## src/rtl/lieat_exu_com_csrctrl.sv

```systemverilog
// Commit-stage CSR access sequencer: one CSR op, TRAP or MRET per handshake, read-then-write on a single-port CSR file.
// Optional feature: define LIEAT_CSR_MSTATUS_STACK_EN to let TRAP/MRET stack/unstack mstatus.
`ifndef XLEN
`define XLEN 32
`endif
`ifndef CSR_IDX
`define CSR_IDX 12
`endif

module lieat_exu_com_csrctrl (
    input  logic                clock,
    input  logic                reset,
    input  logic                req_valid,
    output logic                req_ready,
    input  logic [2:0]          req_op,
    input  logic [`CSR_IDX-1:0] req_idx,
    input  logic [`XLEN-1:0]    req_src,
    input  logic                req_src_zero,
    input  logic [`XLEN-1:0]    req_pc,
    input  logic [`XLEN-1:0]    req_cause,
    output logic                resp_valid,
    input  logic                resp_ready,
    output logic [`XLEN-1:0]    resp_rdata,
    output logic                csr_ena,
    output logic                csr_read,
    output logic                csr_write,
    output logic [`CSR_IDX-1:0] csr_idx,
    output logic [`CSR_IDX-1:0] csr_idx2,
    output logic [`XLEN-1:0]    csr_wdata,
    output logic [`XLEN-1:0]    csr_wdata2,
    input  logic [`XLEN-1:0]    csr_rdata
);

`ifdef LIEAT_CSR_MSTATUS_STACK_EN
    localparam logic STACK_EN = 1'b1;
`else
    localparam logic STACK_EN = 1'b0;
`endif

    localparam logic [2:0] OP_CSRRW = 3'd0;
    localparam logic [2:0] OP_CSRRS = 3'd1;
    localparam logic [2:0] OP_CSRRC = 3'd2;
    localparam logic [2:0] OP_TRAP  = 3'd3;
    localparam logic [2:0] OP_MRET  = 3'd4;

    localparam logic [`CSR_IDX-1:0] ADDR_MSTATUS = 12'h300;
    localparam logic [`CSR_IDX-1:0] ADDR_MEPC    = 12'h341;
    localparam logic [`CSR_IDX-1:0] ADDR_MCAUSE  = 12'h342;

    typedef enum logic [2:0] {
        ST_IDLE = 3'd0,
        ST_TRAP = 3'd1,
        ST_RD   = 3'd2,
        ST_WR   = 3'd3,
        ST_RESP = 3'd4
    } state_t;

    typedef struct packed {
        logic                req_ready;
        logic                resp_valid;
        logic [`XLEN-1:0]    resp_rdata;
        logic                csr_ena;
        logic                csr_read;
        logic                csr_write;
        logic [`CSR_IDX-1:0] csr_idx;
        logic [`CSR_IDX-1:0] csr_idx2;
        logic [`XLEN-1:0]    csr_wdata;
        logic [`XLEN-1:0]    csr_wdata2;
    } drive_t;

    // Modify step of the read-modify-write; TRAP/MRET rewrite the mstatus interrupt stack fields.
    function automatic logic [`XLEN-1:0] wr_data_f(input logic [2:0] op,
                                                   input logic [`XLEN-1:0] old,
                                                   input logic [`XLEN-1:0] src);
        logic [`XLEN-1:0] w;
        w = old;
        case (op)
            OP_CSRRW: w = src;
            OP_CSRRS: w = old | src;
            OP_CSRRC: w = old & ~src;
            OP_TRAP: begin
                w[7]     = old[3];
                w[3]     = 1'b0;
                w[12:11] = 2'b11;
            end
            OP_MRET: begin
                w[3]     = old[7];
                w[7]     = 1'b1;
                w[12:11] = 2'b11;
            end
            default: w = old;
        endcase
        return w;
    endfunction

    // Output image for a given state; evaluated on next-state values so every output is a flop.
    function automatic drive_t drive_f(input state_t st,
                                       input logic [2:0] op,
                                       input logic [`CSR_IDX-1:0] idx,
                                       input logic [`XLEN-1:0] src,
                                       input logic [`XLEN-1:0] pc,
                                       input logic [`XLEN-1:0] cause,
                                       input logic [`XLEN-1:0] old);
        drive_t d;
        d = '0;
        case (st)
            ST_IDLE: d.req_ready = 1'b1;
            ST_TRAP: begin
                d.csr_ena    = 1'b1;
                d.csr_write  = 1'b1;
                d.csr_idx    = ADDR_MEPC;
                d.csr_wdata  = {pc[`XLEN-1:1], 1'b0};
                d.csr_idx2   = ADDR_MCAUSE;
                d.csr_wdata2 = cause;
            end
            ST_RD: begin
                d.csr_ena  = 1'b1;
                d.csr_read = 1'b1;
                d.csr_idx  = idx;
                d.csr_idx2 = idx;
            end
            ST_WR: begin
                d.csr_ena    = 1'b1;
                d.csr_write  = 1'b1;
                d.csr_idx    = idx;
                d.csr_idx2   = idx;
                d.csr_wdata  = wr_data_f(op, old, src);
                d.csr_wdata2 = wr_data_f(op, old, src);
            end
            ST_RESP: begin
                d.resp_valid = 1'b1;
                d.resp_rdata = ((op == OP_TRAP) || (op == OP_MRET)) ? {`XLEN{1'b0}} : old;
            end
            default: d = '0;
        endcase
        return d;
    endfunction

    state_t              state_r, state_nxt_s;
    logic [2:0]          op_r, op_nxt_s;
    logic [`CSR_IDX-1:0] idx_r, idx_nxt_s;
    logic [`XLEN-1:0]    src_r, src_nxt_s;
    logic                src_zero_r, src_zero_nxt_s;
    logic [`XLEN-1:0]    pc_r, pc_nxt_s;
    logic [`XLEN-1:0]    cause_r, cause_nxt_s;
    logic [`XLEN-1:0]    old_r, old_nxt_s;
    logic                no_write_s;
    drive_t              drive_r, drive_nxt_s;

    assign no_write_s = (((op_r == OP_CSRRS) || (op_r == OP_CSRRC)) && src_zero_r) || (op_r > OP_MRET);

    // Next-state and request/old-value capture logic.
    always_comb begin
        state_nxt_s    = state_r;
        op_nxt_s       = op_r;
        idx_nxt_s      = idx_r;
        src_nxt_s      = src_r;
        src_zero_nxt_s = src_zero_r;
        pc_nxt_s       = pc_r;
        cause_nxt_s    = cause_r;
        old_nxt_s      = old_r;
        case (state_r)
            ST_IDLE: begin
                if (req_valid) begin
                    op_nxt_s       = req_op;
                    // TRAP and MRET always target mstatus in their RD/WR phase
                    idx_nxt_s      = ((req_op == OP_TRAP) || (req_op == OP_MRET)) ? ADDR_MSTATUS : req_idx;
                    src_nxt_s      = req_src;
                    src_zero_nxt_s = req_src_zero;
                    pc_nxt_s       = req_pc;
                    cause_nxt_s    = req_cause;
                    if (req_op == OP_TRAP) begin
                        state_nxt_s = ST_TRAP;
                    end else if ((req_op == OP_MRET) && !STACK_EN) begin
                        state_nxt_s = ST_RESP;
                    end else begin
                        state_nxt_s = ST_RD;
                    end
                end else begin
                    state_nxt_s = ST_IDLE;
                end
            end
            ST_TRAP: state_nxt_s = STACK_EN ? ST_RD : ST_RESP;
            ST_RD: begin
                old_nxt_s   = csr_rdata;
                state_nxt_s = no_write_s ? ST_RESP : ST_WR;
            end
            ST_WR:   state_nxt_s = ST_RESP;
            ST_RESP: state_nxt_s = resp_ready ? ST_IDLE : ST_RESP;
            default: state_nxt_s = ST_IDLE;
        endcase
        drive_nxt_s = drive_f(state_nxt_s, op_nxt_s, idx_nxt_s, src_nxt_s, pc_nxt_s, cause_nxt_s, old_nxt_s);
    end

    // State, latched request and registered outputs with synchronous active-low reset.
    always_ff @(posedge clock) begin
        if (!reset) begin
            state_r    <= ST_IDLE;
            op_r       <= 3'd0;
            idx_r      <= {`CSR_IDX{1'b0}};
            src_r      <= {`XLEN{1'b0}};
            src_zero_r <= 1'b0;
            pc_r       <= {`XLEN{1'b0}};
            cause_r    <= {`XLEN{1'b0}};
            old_r      <= {`XLEN{1'b0}};
            drive_r    <= drive_f(ST_IDLE, 3'd0, {`CSR_IDX{1'b0}}, {`XLEN{1'b0}},
                                  {`XLEN{1'b0}}, {`XLEN{1'b0}}, {`XLEN{1'b0}});
        end else begin
            state_r    <= state_nxt_s;
            op_r       <= op_nxt_s;
            idx_r      <= idx_nxt_s;
            src_r      <= src_nxt_s;
            src_zero_r <= src_zero_nxt_s;
            pc_r       <= pc_nxt_s;
            cause_r    <= cause_nxt_s;
            old_r      <= old_nxt_s;
            drive_r    <= drive_nxt_s;
        end
    end

    assign req_ready  = drive_r.req_ready;
    assign resp_valid = drive_r.resp_valid;
    assign resp_rdata = drive_r.resp_rdata;
    assign csr_ena    = drive_r.csr_ena;
    assign csr_read   = drive_r.csr_read;
    assign csr_write  = drive_r.csr_write;
    assign csr_idx    = drive_r.csr_idx;
    assign csr_idx2   = drive_r.csr_idx2;
    assign csr_wdata  = drive_r.csr_wdata;
    assign csr_wdata2 = drive_r.csr_wdata2;

endmodule
```

## config.mk

```make
export PLATFORM = sky130hd
export DESIGN_NAME = lieat_exu_com_csrctrl
export DESIGN_NICKNAME = d
export VERILOG_FILES = /design/src/rtl/lieat_exu_com_csrctrl.sv
export SDC_FILE = /design/constraint.sdc
export NUM_CORES = 1
export LEC_CHECK = 0
export ABC_AREA = 1
export CAP_MARGIN = 10
export CORE_MARGIN = 2
export CORE_UTILIZATION = 50
export CTS_CLUSTER_SIZE = 12
export DETAILED_ROUTE_END_ITERATION = 8
export GPL_TIMING_DRIVEN = 1
export PLACE_DENSITY = 0.81
export SLEW_MARGIN = 15
export SYNTH_ARGS = -nofsm -noshare
export SYNTH_HDL_FRONTEND = slang
export SYNTH_SLANG_ARGS = --single-unit
```

## constraint.sdc

```tcl
create_clock -name clock -period 3.43 [get_ports clock]
set_input_delay 0.686 -clock clock [delete_from_list [all_inputs] [get_ports clock]]
set_output_delay 0.686 -clock clock [all_outputs]
set_load 0.05 [all_outputs]
```

==> flow_summary_export.csv, run 1 <==
group,metric,value,unit
status,status,"complete, no violations",
global_route,grt_usage,25.4,%
clock_tree,cts_root_buffer,"clkbuf_16",
power_and_ir_drop,swShare,34.7,%
placement,io_buffer_count,271,
timing,fin_setup_tns,0,ns
power_and_ir_drop,power_density,661,nW/um^2
logic_synthesis,ys_ff_latch,261,
cells_and_area,fin_nets,1744,
setup_path,setup.worst_path.end_class,"flop",
setup_path,rr_worst_depth,12,
placement,pre_cts_slack,0.294,ns
clock_tree,cts_max_path_buffers,3,
routing,avgViaCountPerCell,5.11,
setup_path,critPathSlowestCell,"clkdlybuf4s50_1",
routing,finalWirelength,29000,um
logic_synthesis,synth_top_area_share,49.9,%
min_path,min_from,"src_zero_r$_SDFFE_PN0P_",
timing,period_needed,2.65,ns
global_route,antenna_found_initial,1,
power_and_ir_drop,ir_drop,0.450,mV
power_and_ir_drop,p_sw,3.25,mW
die,die_area,22100,sq um
routing,wire_per_inst,15.4,um
timing,finClkSkew,0.0112,ns
routing,detail-route-antenna-nets,0,
clock_tree,cts_tree,"built",
timing,clock.fmax,377,MHz
routing,drc,0,
power_and_ir_drop,p_clk_share,30.7,%
logic_synthesis,synth_fp_nets,1511,
placement,gp_congestion,0.846,
routing,dr.pass1.iters,7,
setup_path,r2r_slack,0.88,ns
die,io_pins,273,
clock_tree,insertion_delay,0.53,ns
clock_tree,htreeDepth,1,
cells_and_area,layout_common_cells,"nand2_1, clkdlybuf4s50_1, dfxtp_1",
min_path,holdCritPathClass,"reg2reg",
clock_tree,clk_pin_slew,0.06,ns
setup_path,path_class,"in2reg",
timing,relSlewSlack,57.1,%
job,maxCapViolations,0,
timing,setup_viol,0,
logic_synthesis,yosysTopAreaCell,"dfxtp_1",
cells_and_area,final_layout_size_suffix_gt1_share,5.84,%
routing,drtIter0Drc,641,
logic_synthesis,ys_seq_area_share,49.9,%
setup_path,path_cells,"clkdlybuf4s50_1 -> inv_2 -> nand2_1 -> nand2_1 -> nand2_1 -> nand2_2 -> buf_12 -> nand2_4 -> nand2_1 -> nand4_1 -> nand2_1 -> nand2_1",
logic_synthesis,synth.avg_cell_area,7.68,sq um
setup_path,crit_start,"req_valid",
logic_synthesis,syn_area,10500,sq um
setup_path,worstPathRequired,3.84,ns
timing,final_max_slew_viol_count,0,
power_and_ir_drop,seqPwrFrac,37.0,%
cells_and_area,syn_to_final_growth,35.3,%
clock_tree,cts.sinks,261,
die,die_w,149,um
cells_and_area,layout_commonest_cell,"nand2_1",
die,rows,52,
clock_tree,cts-buffers-inserted,28,
timing,fin_ws,0.780,ns
logic_synthesis,syn-instance-count,1363,
timing,worstMarginPinSlew,0.643,ns
setup_path,critPathArrivalTime,3.06,ns
min_path,min_path_cells,2,
logic_synthesis,synthTopCellsByArea,"dfxtp_1, nand2_1, nor2_1, mux2i_1, nand4_1",
global_route,grt_pass1_wl,44900,um
die,core_area,20400,sq um
clock_tree,hold_buffers,0,
timing,hold_violations,0,
routing,num_vias,9620,
clock_tree,post_cts_buffers,0,
setup_path,r2r-start,"state_r[1]$_SDFF_PN0_",
setup_path,slowest_delay,0.57,ns
global_route,grt_pass1_vias,8953,
die,initial_utilization,51.4,%
setup_path,cpMostUsedCell,"nand2_1",
placement,hpwl,19800,um
setup_path,cp-start-kind,"primary input",
global_route,grt_max_degree,129,
power_and_ir_drop,p_leak,6.62,nW
power_and_ir_drop,p_int,6.12,mW
global_route,globalRouteOverflowTotal,0,
clock_tree,cts-resized-gates,0,
setup_path,crit_path_max_fanout,91,
timing,rsz0062_at_grt,"false",
power_and_ir_drop,combinationalPowerShare,32.3,%
logic_synthesis,synth.distinct_cells,33,
die,die_h,149,um
timing,period_share,77.3,%
logic_synthesis,yosys_warnings,0,
-- worst max-delay path, delay by kind of cell --
| family | cells | cell delay (ns) |
|---|---|---|
| simple gates | 9 | 1.15 |
| buf+inv | 3 | 1.21 |
-- per-stage QoR --
step,total power [mW],util (%),hold slack [ns],cell area [sq um],cells
floorplan,5.67,-,0.444,10500,1363
global placement,6.43,65.2,0.466,13300,1836
detailed placement,6.51,65.2,0.481,13300,1836
CTS,9.39,69.6,0.494,14200,1880
global route,9.82,69.6,0.512,14200,1881
finish,9.36,69.6,0.488,14200,1881
-- synth_stat cells --
master	n
a22oi_1	11
inv_2	4
nand2_2	4
a21oi_1	4
nand3b_1	18
nor2_2	3
buf_2	30
mux2i_1	63
o22ai_1	3
inv_1	110
nand4_1	67
nor3_1	1
o21ai_0	5
buf_6	4
o21ai_4	1
buf_1	6
nand2_4	2
buf_4	24
nor2_1	212
a21boi_0	1
o21a_1	1
nand3_1	55
clkbuf_1	25
o21ai_2	7
o21ai_1	47
nor2_4	1
nor2_8	1
a21oi_2	1
dfxtp_1	261
or2_2	1
nand3_2	2
clkbuf_2	1
nand2_1	387
-- path summary, 6_finish.rpt --
check,endpoint
max,csr_wdata[28]$_SDFF_PN0_
min,src_zero_r$_SDFFE_PN0P_
max reg2reg,csr_wdata[28]$_SDFF_PN0_
min reg2reg,src_zero_r$_SDFFE_PN0P_
-- metal layers --
metal	wire length [um]	share of wire, %	track usage [%]
met5	0	0	0
met4	1140	3.9	9.71
met3	2230	7.7	5.55
met2	14300	49	45.3
met1	11300	39	30.0
-- layout make-up --
type	instances	area (sq um)
Sequential cell	261	5230
Multi-Input combinational cell	898	4340
Tap cell	270	338
Clock inverter	5	56.3
Inverter	114	430
Antenna cell	1	2.50
Clock buffer	39	823
Fill cell	1645	6200
Timing Repair Buffer	293	2950
-- sequential cells by signal, indices dropped and copies added, names as in the netlist, 2 cells and up --
register	count
csr_idx	12
csr_idx2	2
cause_r	32
src_r	32
pc_r	31
op_r	3
idx_r	12
csr_wdata2	32
csr_wdata	32
resp_rdata	32
state_r	3
old_r	32
-- cells by family (layout without fill, tap and decap cells) --
logic type             after synthesis  in the layout  share of synthesized area (%)
AND/OR/NAND/NOR                    754            754                           30.6
flip-flops                         261            261                           49.9
buffers and inverters              204            451                           8.83
AO/OA/AOI/OAI                       81             81                           4.61
multiplexers                        63             63                           6.02
other                                0              1                              0
-- power by group through the flow --
stage,clock (mW),sequential [mW],combinational [mW]
2_1_floorplan,0,3.87,1.80
3_3_place_gp,0,3.52,2.92
3_5_place_dp,0,3.53,2.98
4_1_cts,2.92,3.46,3.01
5_1_grt,3.03,3.49,3.30
6_report,2.87,3.46,3.03
Power figures use the tool's default switching activity.
==> run 2, diff against run 1 <==
--- a/config.mk
+++ b/config.mk
@@ -8,11 +8,11 @@
 export ABC_AREA = 1
 export CAP_MARGIN = 10
 export CORE_MARGIN = 2
-export CORE_UTILIZATION = 50
+export CORE_UTILIZATION = 49
 export CTS_CLUSTER_SIZE = 12
 export DETAILED_ROUTE_END_ITERATION = 8
 export GPL_TIMING_DRIVEN = 1
-export PLACE_DENSITY = 0.81
+export PLACE_DENSITY = 0.79
 export SLEW_MARGIN = 15
 export SYNTH_ARGS = -nofsm -noshare
 export SYNTH_HDL_FRONTEND = slang
==> constraint.sdc (replaced) <==
create_clock -name clock -period 2.6 [get_ports clock]
set_input_delay 0.52 -clock clock [delete_from_list [all_inputs] [get_ports clock]]
set_output_delay 0.52 -clock clock [all_outputs]
set_load 0.05 [all_outputs]
==> flow_summary_export.csv, run 2 (synthesized netlist as in run 1, its figures left out) <==
group,metric,value,unit
status,status,"complete, no violations",
timing,clock.fmax,430,MHz
placement,gp_congestion,0.863,
die,io_pins,273,
setup_path,crit_path_max_fanout,17,
die,initial_utilization,49.8,%
timing,hold_violations,0,
cells_and_area,nFillCells,1700,
placement,placedCellCount,1859,
timing,rsz0062_at_grt,"false",
power_and_ir_drop,ir_drop,0.502,mV
timing,relSlewSlack,61.0,%
clock_tree,cts.sinks,261,
cells_and_area,finish.instance_area,14300,sq um
clock_tree,clk_pin_slew,0.06,ns
setup_path,cp-start-kind,"flop",
cells_and_area,final_layout_size_suffix_gt1_share,6.77,%
routing,dr.pass1.iters,5,
routing,detail-route-antenna-nets,0,
die,core_area,21000,sq um
routing,finalWirelength,29200,um
clock_tree,cts_tree,"built",
timing,timing.hold.ws,0.489,ns
setup_path,slowest_delay,0.48,ns
placement,hpwl,20700,um
timing,fin_ws,0.276,ns
setup_path,critPathArrivalTime,2.80,ns
timing,period_share,89.4,%
setup_path,path_class,"reg2reg",
cells_and_area,layout_common_cells,"nand2_1, clkdlybuf4s50_1, dfxtp_1",
power_and_ir_drop,power,12.3,mW
timing,final_max_slew_viol_count,0,
clock_tree,post_cts_buffers,0,
clock_tree,cts-resized-gates,0,
clock_tree,cts_root_buffer,"clkbuf_16",
clock_tree,cts_max_path_buffers,3,
die,die_w,150,um
setup_path,setup.worst_path.end_class,"flop",
global_route,grt_pass1_wl,45300,um
placement,io_buffer_count,271,
timing,setup_viol,0,
setup_path,critPathSlowestCell,"nor2_2",
setup_path,path_cells,"nor2_8 -> nand2_4 -> nand2_2 -> o21ai_4 -> nor2_2 -> buf_4 -> nand4_1 -> nand4_1 -> nand2_1 -> nand2_1",
timing,period_needed,2.32,ns
routing,drc,0,
cells_and_area,utilization,68.0,%
timing,fin_setup_tns,0,ns
routing,drtIter0Drc,599,
routing,wire_per_inst,15.3,um
cells_and_area,syn_to_final_growth,36.6,%
clock_tree,hold_buffers,0,
setup_path,r2r_slack,0.28,ns
timing,worstMarginPinSlew,0.583,ns
global_route,grt_max_degree,63,
routing,num_vias,9601,
routing,avgViaCountPerCell,5.04,
job,maxCapViolations,0,
die,die_area,22600,sq um
global_route,grt_usage,25.1,%
cells_and_area,fin_cells,1904,
cells_and_area,layout_commonest_cell,"nand2_1",
timing,finClkSkew,0.0118,ns
global_route,antenna_found_initial,3,
placement,placed_area,13500,sq um
power_and_ir_drop,p_leak,6.69,nW
global_route,grt_pass1_vias,9197,
clock_tree,insertion_delay,0.54,ns
clock_tree,cts-buffers-inserted,27,
die,rows,53,
setup_path,worstPathRequired,3.07,ns
cells_and_area,fin_nets,1761,
power_and_ir_drop,power_density,859,nW/um^2
placement,pre_cts_slack,-0.0583,ns
die,die_h,150,um
global_route,globalRouteOverflowTotal,0,
clock_tree,htreeDepth,1,
min_path,holdCritPathClass,"reg2reg",
## run 2: cell types whose count changed in the layout (fill, tap and decap cells not counted), sizes merged
| cell | change |
|---|---|
| buf | +18 |
| bufinv | -1 |
| diode | +2 |
| clkbuf | -1 |
## run 2: final timing paths
check | startpoint | to | depth (start not counted)
setup / recovery | state_r[2]$_SDFF_PN0_ | csr_wdata[26]$_SDFF_PN0_ | 10
hold / removal | src_zero_r$_SDFFE_PN0P_ | src_zero_r$_SDFFE_PN0P_ | 2
setup reg to reg | state_r[2]$_SDFF_PN0_ | csr_wdata[26]$_SDFF_PN0_ | 10
hold reg to reg | src_zero_r$_SDFFE_PN0P_ | src_zero_r$_SDFFE_PN0P_ | 2
## run 2: final cells by class
| cell class | instances | area [sq um] | area share [%] |
|---|---|---|---|
| Inverter | 114 | 430 | 3.01 |
| Multi-Input combinational cell | 898 | 4340 | 30.4 |
| Antenna cell | 3 | 7.51 | 0.0525 |
| Clock inverter | 4 | 35.0 | 0.245 |
| Clock buffer | 38 | 787 | 5.50 |
| Sequential cell | 261 | 5230 | 36.5 |
| Tap cell | 275 | 344 | 2.41 |
| Timing Repair Buffer | 311 | 3130 | 21.9 |
## run 2: metal layers
metal / vias to the layer above / global-route usage, % / part of all wire [%]
li1: 4817 / - / -
met1: 4362 / 29.3 / 38
met2: 350 / 44.6 / 49
met3: 72 / 6.09 / 8.9
met4: 0 / 8.82 / 3.5
met5: - / 0 / 0
## run 2: worst max-delay path: cells and delay by family (launching register included)
family	cells	cell delay, ns
buffers and inverters	1	0.32
flip-flops	1	0.38
AND/OR/NAND/NOR	8	1.47
AO/OA/AOI/OAI	1	0.06
## run 2: where the power goes
group / total [mW] / switching (mW) / internal [mW]
clock network: 3.61 / 1.52 / 2.09
registers: 4.57 / 0.141 / 4.43
logic: 4.10 / 2.65 / 1.45
